===== src/rtl/multi_mode_clock_if.sv =====
// Board-level bundle for multi_mode_clock: debounced buttons in, mode/LED/segment drive out.
interface multi_mode_clock_if;
  logic       btn_mode;
  logic       btn_start;
  logic       btn_pause;
  logic       btn_reset;
  logic [1:0] mode;
  logic       led;
  logic [6:0] seg5;
  logic [6:0] seg4;
  logic [6:0] seg3;
  logic [6:0] seg2;
  logic [6:0] seg1;
  logic [6:0] seg0;

  modport master (
    output btn_mode, btn_start, btn_pause, btn_reset,
    input  mode, led, seg5, seg4, seg3, seg2, seg1, seg0
  );

  modport slave (
    input  btn_mode, btn_start, btn_pause, btn_reset,
    output mode, led, seg5, seg4, seg3, seg2, seg1, seg0
  );
endinterface


===== src/rtl/multi_mode_clock.sv =====
// Time-of-day clock, stopwatch and countdown timer sharing one second tick,
// with a mode-selected 6-digit 7-segment display and a blinking alert LED.
module multi_mode_clock #(
  parameter int unsigned TICKS_PER_SEC  = 50_000_000,
  parameter int unsigned TIMER_PRESET_S = 60,
  parameter int unsigned LED_BLINK_S    = 5
) (
  input logic          clk,
  input logic          rst,
  multi_mode_clock_if.slave bus
);

  localparam int unsigned TW = (TICKS_PER_SEC > 1) ? $clog2(TICKS_PER_SEC) : 1;
  localparam int unsigned LW = $clog2(LED_BLINK_S + 1);
  localparam logic [6:0]  PRE_MM = 7'(TIMER_PRESET_S / 60);
  localparam logic [5:0]  PRE_SS = 6'(TIMER_PRESET_S % 60);

  if (TICKS_PER_SEC < 2) begin : g_bad_tps
    $error("TICKS_PER_SEC must be at least 2");
  end
  if (TIMER_PRESET_S < 1 || TIMER_PRESET_S > 5999) begin : g_bad_preset
    $error("TIMER_PRESET_S must be in 1..5999");
  end
  if (LED_BLINK_S < 1) begin : g_bad_blink
    $error("LED_BLINK_S must be at least 1");
  end

  typedef enum logic [1:0] {
    M_CLOCK = 2'd0,
    M_SW    = 2'd1,
    M_TIMER = 2'd2
  } mode_t;

  logic [TW-1:0] tick_cnt;
  logic          tick;
  logic [3:0]    btn_now, btn_r, btn_q, edges;
  logic          e_mode, e_start, e_pause, e_reset;

  mode_t         state, state_nxt;
  logic [1:0]    mode_c;
  logic          clk_sel, sw_sel, tm_sel;

  logic [4:0]    c_hh, c_hh_n;
  logic [5:0]    c_mm, c_mm_n, c_ss, c_ss_n;
  logic [6:0]    sw_mm, sw_mm_n;
  logic [5:0]    sw_ss, sw_ss_n;
  logic          sw_run, sw_run_n, sw_trig;
  logic [6:0]    tm_mm, tm_mm_n;
  logic [5:0]    tm_ss, tm_ss_n;
  logic          tm_run, tm_run_n, tm_trig;
  logic [LW-1:0] al_cnt, al_cnt_n;
  logic          led, led_n;

  // Second tick divider and button edge detection (two-stage so the edge lags the press by one cycle)
  assign btn_now = {bus.btn_reset, bus.btn_pause, bus.btn_start, bus.btn_mode};
  assign tick    = (tick_cnt == TW'(TICKS_PER_SEC - 1));
  assign edges   = btn_r & ~btn_q;
  assign e_mode  = edges[0];
  assign e_start = edges[1];
  assign e_pause = edges[2];
  assign e_reset = edges[3];

  always_ff @(posedge clk) begin
    if (rst) begin
      tick_cnt <= '0;
      btn_r    <= btn_now;
      btn_q    <= btn_now;
    end else begin
      tick_cnt <= tick ? '0 : tick_cnt + TW'(1);
      btn_r    <= btn_now;
      btn_q    <= btn_r;
    end
  end

  // Mode FSM: state register
  always_ff @(posedge clk) begin
    if (rst) state <= M_CLOCK;
    else     state <= state_nxt;
  end

  // Mode FSM: next state
  always_comb begin
    state_nxt = state;
    if (e_mode) begin
      case (state)
        M_CLOCK: state_nxt = M_SW;
        M_SW:    state_nxt = M_TIMER;
        default: state_nxt = M_CLOCK;
      endcase
    end
  end

  // Mode FSM: outputs
  always_comb begin
    mode_c  = 2'd0;
    clk_sel = 1'b0;
    sw_sel  = 1'b0;
    tm_sel  = 1'b0;
    case (state)
      M_SW:    begin mode_c = 2'd1; sw_sel = 1'b1; end
      M_TIMER: begin mode_c = 2'd2; tm_sel = 1'b1; end
      default: begin mode_c = 2'd0; clk_sel = 1'b1; end
    endcase
  end

  // Time of day: tick first, then manual HH/MM bumps on the ticked value
  always_comb begin
    c_hh_n = c_hh;
    c_mm_n = c_mm;
    c_ss_n = c_ss;
    if (clk_sel && e_reset) begin
      c_ss_n = '0;
    end else if (tick) begin
      if (c_ss == 6'd59) begin
        c_ss_n = '0;
        if (c_mm == 6'd59) begin
          c_mm_n = '0;
          c_hh_n = (c_hh == 5'd23) ? '0 : c_hh + 5'd1;
        end else begin
          c_mm_n = c_mm + 6'd1;
        end
      end else begin
        c_ss_n = c_ss + 6'd1;
      end
    end
    if (clk_sel && e_start) c_hh_n = (c_hh_n == 5'd23) ? '0 : c_hh_n + 5'd1;
    if (clk_sel && e_pause) c_mm_n = (c_mm_n == 6'd59) ? '0 : c_mm_n + 6'd1;
  end

  // Stopwatch: reset > pause > start > tick; 99:59 wraps and raises the alert
  always_comb begin
    sw_mm_n  = sw_mm;
    sw_ss_n  = sw_ss;
    sw_run_n = sw_run;
    sw_trig  = 1'b0;
    if (sw_sel && e_reset) begin
      sw_mm_n  = '0;
      sw_ss_n  = '0;
      sw_run_n = 1'b0;
    end else if (sw_sel && e_pause) begin
      sw_run_n = 1'b0;
    end else if (sw_sel && e_start) begin
      sw_run_n = 1'b1;
    end else if (tick && sw_run) begin
      if (sw_ss == 6'd59) begin
        sw_ss_n = '0;
        if (sw_mm == 7'd99) begin
          sw_mm_n = '0;
          sw_trig = 1'b1;
        end else begin
          sw_mm_n = sw_mm + 7'd1;
        end
      end else begin
        sw_ss_n = sw_ss + 6'd1;
      end
    end
  end

  // Countdown timer: same priority; expiry stops it and raises the alert
  always_comb begin
    tm_mm_n  = tm_mm;
    tm_ss_n  = tm_ss;
    tm_run_n = tm_run;
    tm_trig  = 1'b0;
    if (tm_sel && e_reset) begin
      tm_mm_n  = PRE_MM;
      tm_ss_n  = PRE_SS;
      tm_run_n = 1'b0;
    end else if (tm_sel && e_pause) begin
      tm_run_n = 1'b0;
    end else if (tm_sel && e_start) begin
      if (tm_mm != '0 || tm_ss != '0) tm_run_n = 1'b1;
    end else if (tick && tm_run) begin
      if (tm_mm == '0 && tm_ss == 6'd1) begin
        tm_ss_n  = '0;
        tm_run_n = 1'b0;
        tm_trig  = 1'b1;
      end else if (tm_ss == '0) begin
        tm_ss_n = 6'd59;
        tm_mm_n = tm_mm - 7'd1;
      end else begin
        tm_ss_n = tm_ss - 6'd1;
      end
    end
  end

  // Alert: a trigger beats a same-cycle cancel from any function button
  always_comb begin
    al_cnt_n = al_cnt;
    led_n    = led;
    if (sw_trig || tm_trig) begin
      al_cnt_n = LW'(LED_BLINK_S);
      led_n    = 1'b1;
    end else if (e_start || e_pause || e_reset) begin
      al_cnt_n = '0;
      led_n    = 1'b0;
    end else if (tick && al_cnt != '0) begin
      al_cnt_n = al_cnt - LW'(1);
      led_n    = (al_cnt == LW'(1)) ? 1'b0 : ~led;
    end
  end

  always_ff @(posedge clk) begin
    if (rst) begin
      c_hh   <= '0;
      c_mm   <= '0;
      c_ss   <= '0;
      sw_mm  <= '0;
      sw_ss  <= '0;
      sw_run <= 1'b0;
      tm_mm  <= PRE_MM;
      tm_ss  <= PRE_SS;
      tm_run <= 1'b0;
      al_cnt <= '0;
      led    <= 1'b0;
    end else begin
      c_hh   <= c_hh_n;
      c_mm   <= c_mm_n;
      c_ss   <= c_ss_n;
      sw_mm  <= sw_mm_n;
      sw_ss  <= sw_ss_n;
      sw_run <= sw_run_n;
      tm_mm  <= tm_mm_n;
      tm_ss  <= tm_ss_n;
      tm_run <= tm_run_n;
      al_cnt <= al_cnt_n;
      led    <= led_n;
    end
  end

  function automatic logic [6:0] glyph(input logic [3:0] d);
    case (d)
      4'd0:    glyph = 7'h3F;
      4'd1:    glyph = 7'h06;
      4'd2:    glyph = 7'h5B;
      4'd3:    glyph = 7'h4F;
      4'd4:    glyph = 7'h66;
      4'd5:    glyph = 7'h6D;
      4'd6:    glyph = 7'h7D;
      4'd7:    glyph = 7'h07;
      4'd8:    glyph = 7'h7F;
      4'd9:    glyph = 7'h6F;
      default: glyph = 7'h00;
    endcase
  endfunction

  function automatic logic [13:0] two_digits(input logic [6:0] v);
    two_digits = {glyph(4'(v / 7'd10)), glyph(4'(v % 7'd10))};
  endfunction

  // Display decode from registered state
  logic [41:0] segs_c;
  always_comb begin
    segs_c = '0;
    case (state)
      M_SW:    segs_c = {14'h0, two_digits(sw_mm), two_digits(7'(sw_ss))};
      M_TIMER: segs_c = {14'h0, two_digits(tm_mm), two_digits(7'(tm_ss))};
      default: segs_c = {two_digits(7'(c_hh)), two_digits(7'(c_mm)), two_digits(7'(c_ss))};
    endcase
  end

  assign bus.mode = mode_c;
  assign bus.led  = led;
  assign bus.seg5 = segs_c[41:35];
  assign bus.seg4 = segs_c[34:28];
  assign bus.seg3 = segs_c[27:21];
  assign bus.seg2 = segs_c[20:14];
  assign bus.seg1 = segs_c[13:7];
  assign bus.seg0 = segs_c[6:0];

endmodule


===== src/flat_wrapper.sv =====
// flat-port wrapper written by rule: the top's interface ports become plain ports
module multi_mode_clock_flat 
#(
  parameter int unsigned TICKS_PER_SEC  = 50_000_000,
  parameter int unsigned TIMER_PRESET_S = 60,
  parameter int unsigned LED_BLINK_S    = 5
)
  (clk, rst, bus_btn_mode, bus_btn_start, bus_btn_pause, bus_btn_reset, bus_mode, bus_led, bus_seg5, bus_seg4, bus_seg3, bus_seg2, bus_seg1, bus_seg0);
  multi_mode_clock_if bus_i ();
  input logic clk;
  input logic rst;
  input wire logic [$bits(bus_i.btn_mode)-1:0] bus_btn_mode;
  input wire logic [$bits(bus_i.btn_start)-1:0] bus_btn_start;
  input wire logic [$bits(bus_i.btn_pause)-1:0] bus_btn_pause;
  input wire logic [$bits(bus_i.btn_reset)-1:0] bus_btn_reset;
  output wire logic [$bits(bus_i.mode)-1:0] bus_mode;
  output wire logic [$bits(bus_i.led)-1:0] bus_led;
  output wire logic [$bits(bus_i.seg5)-1:0] bus_seg5;
  output wire logic [$bits(bus_i.seg4)-1:0] bus_seg4;
  output wire logic [$bits(bus_i.seg3)-1:0] bus_seg3;
  output wire logic [$bits(bus_i.seg2)-1:0] bus_seg2;
  output wire logic [$bits(bus_i.seg1)-1:0] bus_seg1;
  output wire logic [$bits(bus_i.seg0)-1:0] bus_seg0;
  assign bus_i.btn_mode = bus_btn_mode;
  assign bus_i.btn_start = bus_btn_start;
  assign bus_i.btn_pause = bus_btn_pause;
  assign bus_i.btn_reset = bus_btn_reset;
  assign bus_mode = bus_i.mode;
  assign bus_led = bus_i.led;
  assign bus_seg5 = bus_i.seg5;
  assign bus_seg4 = bus_i.seg4;
  assign bus_seg3 = bus_i.seg3;
  assign bus_seg2 = bus_i.seg2;
  assign bus_seg1 = bus_i.seg1;
  assign bus_seg0 = bus_i.seg0;
  multi_mode_clock #(.TICKS_PER_SEC(TICKS_PER_SEC), .TIMER_PRESET_S(TIMER_PRESET_S), .LED_BLINK_S(LED_BLINK_S)) u_core (.clk(clk), .rst(rst), .bus(bus_i));
endmodule

===== config.mk =====
export PLATFORM = sky130hd
export DESIGN_NAME = multi_mode_clock_flat
export DESIGN_NICKNAME = d
export VERILOG_FILES = /design/src/rtl/multi_mode_clock_if.sv /design/src/rtl/multi_mode_clock.sv /design/src/flat_wrapper.sv
export SDC_FILE = /design/constraint.sdc
export NUM_CORES = 1
export LEC_CHECK = 0
export BUFFER_PORTS_ARGS = -buffer_cell sky130_fd_sc_hd__buf_2
export CORE_MARGIN = 5
export CORE_UTILIZATION = 62
export CTS_CLUSTER_SIZE = 28
export DETAILED_ROUTE_END_ITERATION = 8
export MAX_ROUTING_LAYER = met4
export PLACE_DENSITY = 0.93
export SLEW_MARGIN = 20
export SYNTH_ARGS = -nofsm -noshare
export SYNTH_HDL_FRONTEND = slang
export SYNTH_SLANG_ARGS = --single-unit

===== constraint.sdc =====
create_clock -name clk -period 4.72 [get_ports clk]
set_input_delay 0.472 -clock clk [delete_from_list [all_inputs] [get_ports clk]]
set_output_delay 0.472 -clock clk [all_outputs]
set_load 0.03 [all_outputs]

After elaboration in Yosys (flattened, before gate mapping)
Memory sizes are Yosys's and may differ from the RTL's.
Cells that the tools add are included.
Cells by class
  divide/modulo/power cells: 14
  reduce and logical (&&, ||, !) cells: 39
  eq/ne operators: 13
  bitwise logic cells: 8
  muxes and demuxes: 47
  add/sub/neg operators: 11
Operators with widths (count)
  one-hot mux 42 bit (2 select lines): 1
  two-way mux 6 bit: 10
  two-way mux 5 bit: 7
  divider 6 x 4 -> 7 bit (second input constant): 4
  modulo 6 x 4 -> 7 bit (second input constant): 4
  adder 26 x 1 -> 26 bit (second input constant): 1
  == test 26 bit (second input constant): 1
  adder 6 x 1 -> 6 bit (second input constant): 4
  == test 6 bit (second input constant): 4
  two-way mux 1 bit: 22
  divider 7 x 4 -> 7 bit (second input constant): 2
  modulo 7 x 4 -> 7 bit (second input constant): 2
  logical AND 1 bit: 13
  adder 5 x 1 -> 5 bit (second input constant): 2
  == test 5 bit (second input constant): 2
  OR reduction 2 bit: 5
  two-way mux 3 bit: 3
  AND reduction 3 bit: 3
  OR reduction 3 bit: 3
  one-hot mux 2 bit (2 select lines): 2
  adder 7 x 1 -> 7 bit (second input constant): 1
  divider 5 x 4 -> 7 bit (second input constant): 1
  == test 7 bit (second input constant): 1
  logical NOT 7 bit: 1
  other kinds (23): 33
Word-level totals
  flip-flop bits (word level): 85
  output and inout port bits: 45
  memories kept: 14
  memory bits (read-only): 1568
Memory list
  (name not given): depth 16, bits a word 7, read ports 1, clocked after memory_dff 0, write ports 0, line multi_mode_clock.sv:232  | case (d)
  (name not given): depth 16, bits a word 7, read ports 1, clocked after memory_dff 0, write ports 0, line multi_mode_clock.sv:232
  (name not given): depth 16, bits a word 7, read ports 1, clocked after memory_dff 0, write ports 0, line multi_mode_clock.sv:232
  (name not given): depth 16, bits a word 7, read ports 1, clocked after memory_dff 0, write ports 0, line multi_mode_clock.sv:232
  (name not given): depth 16, bits a word 7, read ports 1, clocked after memory_dff 0, write ports 0, line multi_mode_clock.sv:232
  (name not given): depth 16, bits a word 7, read ports 1, clocked after memory_dff 0, write ports 0, line multi_mode_clock.sv:232
  +8 memories

Longest topological paths before layout
  depth after elaboration: 9
  depth in mapped cells: 20

Least setup slack after synthesis
Ideal clock, no wire load.
  path kind: register to output
  start point: register u_core.c_ss[4]
  end point: output bus_seg0[0]
  setup slack: 0.310 ns
  buffers on the path: 1
  arrival time: 3.938 ns
  stages on the path, launching flop included: 19
  cells stage by stage: dfxtp_1 > buf_2 > inv_1 > ha_1 > o21a_1 > o32ai_1 > a211o_1 > and2_1 > xor2_1 > ha_1 > nand3_1 > a21bo_2 > and3_1 > o22ai_2 > inv_1 > ha_1 > mux2i_1 > nand2_1 > a2bb2oi_1
On the way
  longest elaborated chain between the ends: 3
Ends and longest elaborated chain
  start, declared: line multi_mode_clock.sv:44  | logic [5:0] c_mm, c_mm_n, c_ss, c_ss_n;
  start signal, assigned: line multi_mode_clock.sv:219  | c_ss <= c_ss_n;
  modulo 6 x 4 -> 7 bit: line multi_mode_clock.sv:248  | two_digits = {glyph(4'(v / 7'd10)), glyph(4'(v % 7'd10))};
  memory (16 x 7 bit)
  one-hot mux 42 bit (2 select lines): line multi_mode_clock.sv:255  | case (state)
  end, declared: line flat_wrapper.sv:23  | output wire logic [$bits(bus_i.seg0)-1:0] bus_seg0;
Every way passes these cells.

Worst setup path in the final report
  start point: register u_core.c_ss[1]
  end point: output bus_seg0[5]
Same word-level chain as after synthesis.

==> results.tsv <==
metric	value	unit
power-per-cell-area	169	nW/um2
fillerInstances	1168	
place_ws	155	ps
max_clock_freq	219	MHz
dp_hpwl	16.8	mm
grt_pass1_wl	38.3	mm
cts_root_buf	clkbuf_16	
yosys_warnings	0	
core_area	15100	um2
start_util	62.8	%
final_util	67.6	%
cts_buffer_depth	2	
pwr-share-seq	42.7	%
antennaDiodeCount	0	
area_growth	7.73	%
setup_violations	0	
final_hold_viol_count	0	
die_area	17900	um2
swShare	31.8	%
yosys.area.top_type_share	18.0	%
power_leakage	4.11	nW
p_clk_share	38.8	%
finalMaxSlewViolations	0	
synth.net_count	1378	
vias	9172	
layout_setup_ws	157	ps
slowest_delay	440	ps
antenna_found_initial	0	
drt_iter0_drc	840	
instances_no_fill	1466	
async_flop_share	0	%
path_max_fanout	9	
cap_violations	0	
first_pass_iters	6	
slowest_stage	o32a_2	
fp.dieW	134	um
first_global_vias	8406	
wire_per_inst	16.0	um
finalClockSkew	12.1	ps
grt_overflow	0	
ir_worst_vdd	0.000136	V
hold_ws	250	ps
mostFrequentLayoutCells	nor2_1 (137), nand2_1 (119), ha_1 (103), a21oi_1 (84), dfxtp_1 (76)	
cp_data_arrival_time	4090	ps
grt_use_total	25.6	%
synth_top_area_cell	dfxtp_1	
dp.cells	1445	
period_needed	4560	ps
synthCells	1264	
grt_max_degree	37	
switchingPower	549	uW
gp_congestion	0.944	
portBuffers	50	
startpoint_type	flop	
required	4250	ps
crit_top_cell	inv_1	
viasPerCell	6.26	
power.internal	1.18	mW
hold_buffers	0	
ys_types	101	
clk_latency	350	ps
synth_edf_count	0	
cp-end-kind	output pin	
setup_tns	0	ps
drive_gt1_share	13.0	%
die_h	134	um
rows	45	
cp_cell_sequence	inv_1 > ha_4 > nor3_4 > o32ai_4 > a211o_1 > and2_2 > xor2_2 > ha_2 > inv_1 > nor2_2 > o211ai_1 > a31oi_1 > o32a_2 > nor3_1 > nor2_1 > a32oi_1 > buf_2	
ys_ff_latch	85	
yosysSeqAreaShare	18.0	%
hold_class	in2reg	
fin_crit_sh	96.7	%
final_common_cell	nor2_1	
path_delay_family	compound AO/OA/AOI/OAI gates	
numCtsBuffers	9	
fin_nets	1388	
status	complete, no violations	
clkSinkCount	85	
h-tree-depth	3	
crit_type	reg2out	
avgSynthCellArea	7.50	um2
cts_tree	done	
power_frac_comb	18.5	%
antenna_left	0	
synth_flop_cell	dfxtp_1	
wirelength	23.4	mm
path_buf_inv	3	
clk_pin_slew	70	ps
io_pins	51	
syn-cell-area	9470	um2
slew_headroom	37.3	%
drc	0	
synth_area_leaders	dfxtp_1 (18%), ha_1 (14%), nor2_1 (5.5%)	
worst_pin_slew	940	ps
-- layout make-up --
type / count / area (um2) / area share [%]
Clock buffer: 9 / 225 / 2.21
Clock inverter: 6 / 47.5 / 0.466
Inverter: 79 / 297 / 2.91
Multi-Input combinational cell: 1033 / 7310 / 71.6
Sequential cell: 85 / 1720 / 16.8
Tap cell: 188 / 235 / 2.30
Timing Repair Buffer: 66 / 375 / 3.68
-- power by group through the flow --
stage / logic, mW / registers [mW] / clock network (mW)
CTS: 0.316 / 0.738 / 0.675
global placement: 0.308 / 0.754 / 0
floorplan: 0.233 / 0.752 / 0
detailed placement: 0.314 / 0.755 / 0
global route: 0.343 / 0.739 / 0.712
finish: 0.320 / 0.737 / 0.671
-- final timing paths --
path | from | end | slack, ps | depth (start not counted)
max | u_core.c_ss[1] | bus_seg0[5] | 160 | 17
min reg2reg | u_core.btn_r[0] | u_core.btn_q[0] | 490 | 1
max reg2reg | u_core.state[0] | u_core.c_hh[4] | 1390 | 11
min | bus_btn_mode | u_core.btn_r[0] | 250 | 1
-- logic make-up after synthesis --
group                      synth area share [%]
AOI/OAI and AO/OA                          23.9
xor gates and xnor gates                   7.09
adders and majority gates                  14.3
buffers and inverters                      6.35
DFF                                        18.0
muxes                                      3.75
and+or+nand+nor                            26.7
-- per-stage QoR --
step	area (um2)	total power, mW
6_report	10200	1.73
5_1_grt	10200	1.79
4_1_cts	10000	1.73
3_5_place_dp	9730	1.07
3_3_place_gp	9730	1.06
2_1_floorplan	9470	0.985
-- timing repair --
| item | in CTS | in global routing |
|---|---|---|
| pin swaps | 0 | 8 |
| buffers inserted | 0 | 6 |
| setup endpoints to repair | 8 | 19 |
| resized for setup | 8 | 35 |
-- state kept, by name, summed over array words and instances, names as in the netlist, 2 cells and up --
name and count:
u_core.al_cnt 3, u_core.sw_mm 7, u_core.btn_q 4, u_core.btn_r 4, u_core.sw_ss 6, u_core.tm_mm 7
u_core.c_ss 6, u_core.tick_cnt 26, u_core.tm_ss 6, u_core.c_hh 5, u_core.state 2, u_core.c_mm 6
-- routing by layer --
layer | up-vias | routed length [um] | GRT usage [%]
met1 | 4294 | 10100 | 31.5
met5 | - | 0 | -
met4 | 0 | 494 | 7.20
li1 | 4490 | - | -
met2 | 335 | 11400 | 43.8
met3 | 53 | 1400 | 3.97
-- synthesized netlist by cell type (6+ instances only) --
cell type	count
and4_1	6
a22o_1	6
o21ai_1	13
nand3_1	39
a21oi_1	86
mux2_2	11
and3_1	17
nand3b_1	11
nor3b_1	7
mux2i_1	16
nand2_1	119
inv_1	75
dfxtp_1	85
xnor2_1	41
xor2_1	33
a211oi_1	10
and2_1	11
nand4_1	13
a22oi_1	7
o21ai_0	62
buf_2	21
nor2b_1	30
o211ai_1	19
o22ai_1	9
nor3_1	16
clkbuf_1	34
a21o_1	12
ha_1	108
nand2b_1	31
o211a_1	7
a31oi_1	22
buf_4	6
or3_1	7
nor2_1	138
a221oi_1	10
No activity file was read; power rests on OpenSTA's default activity.
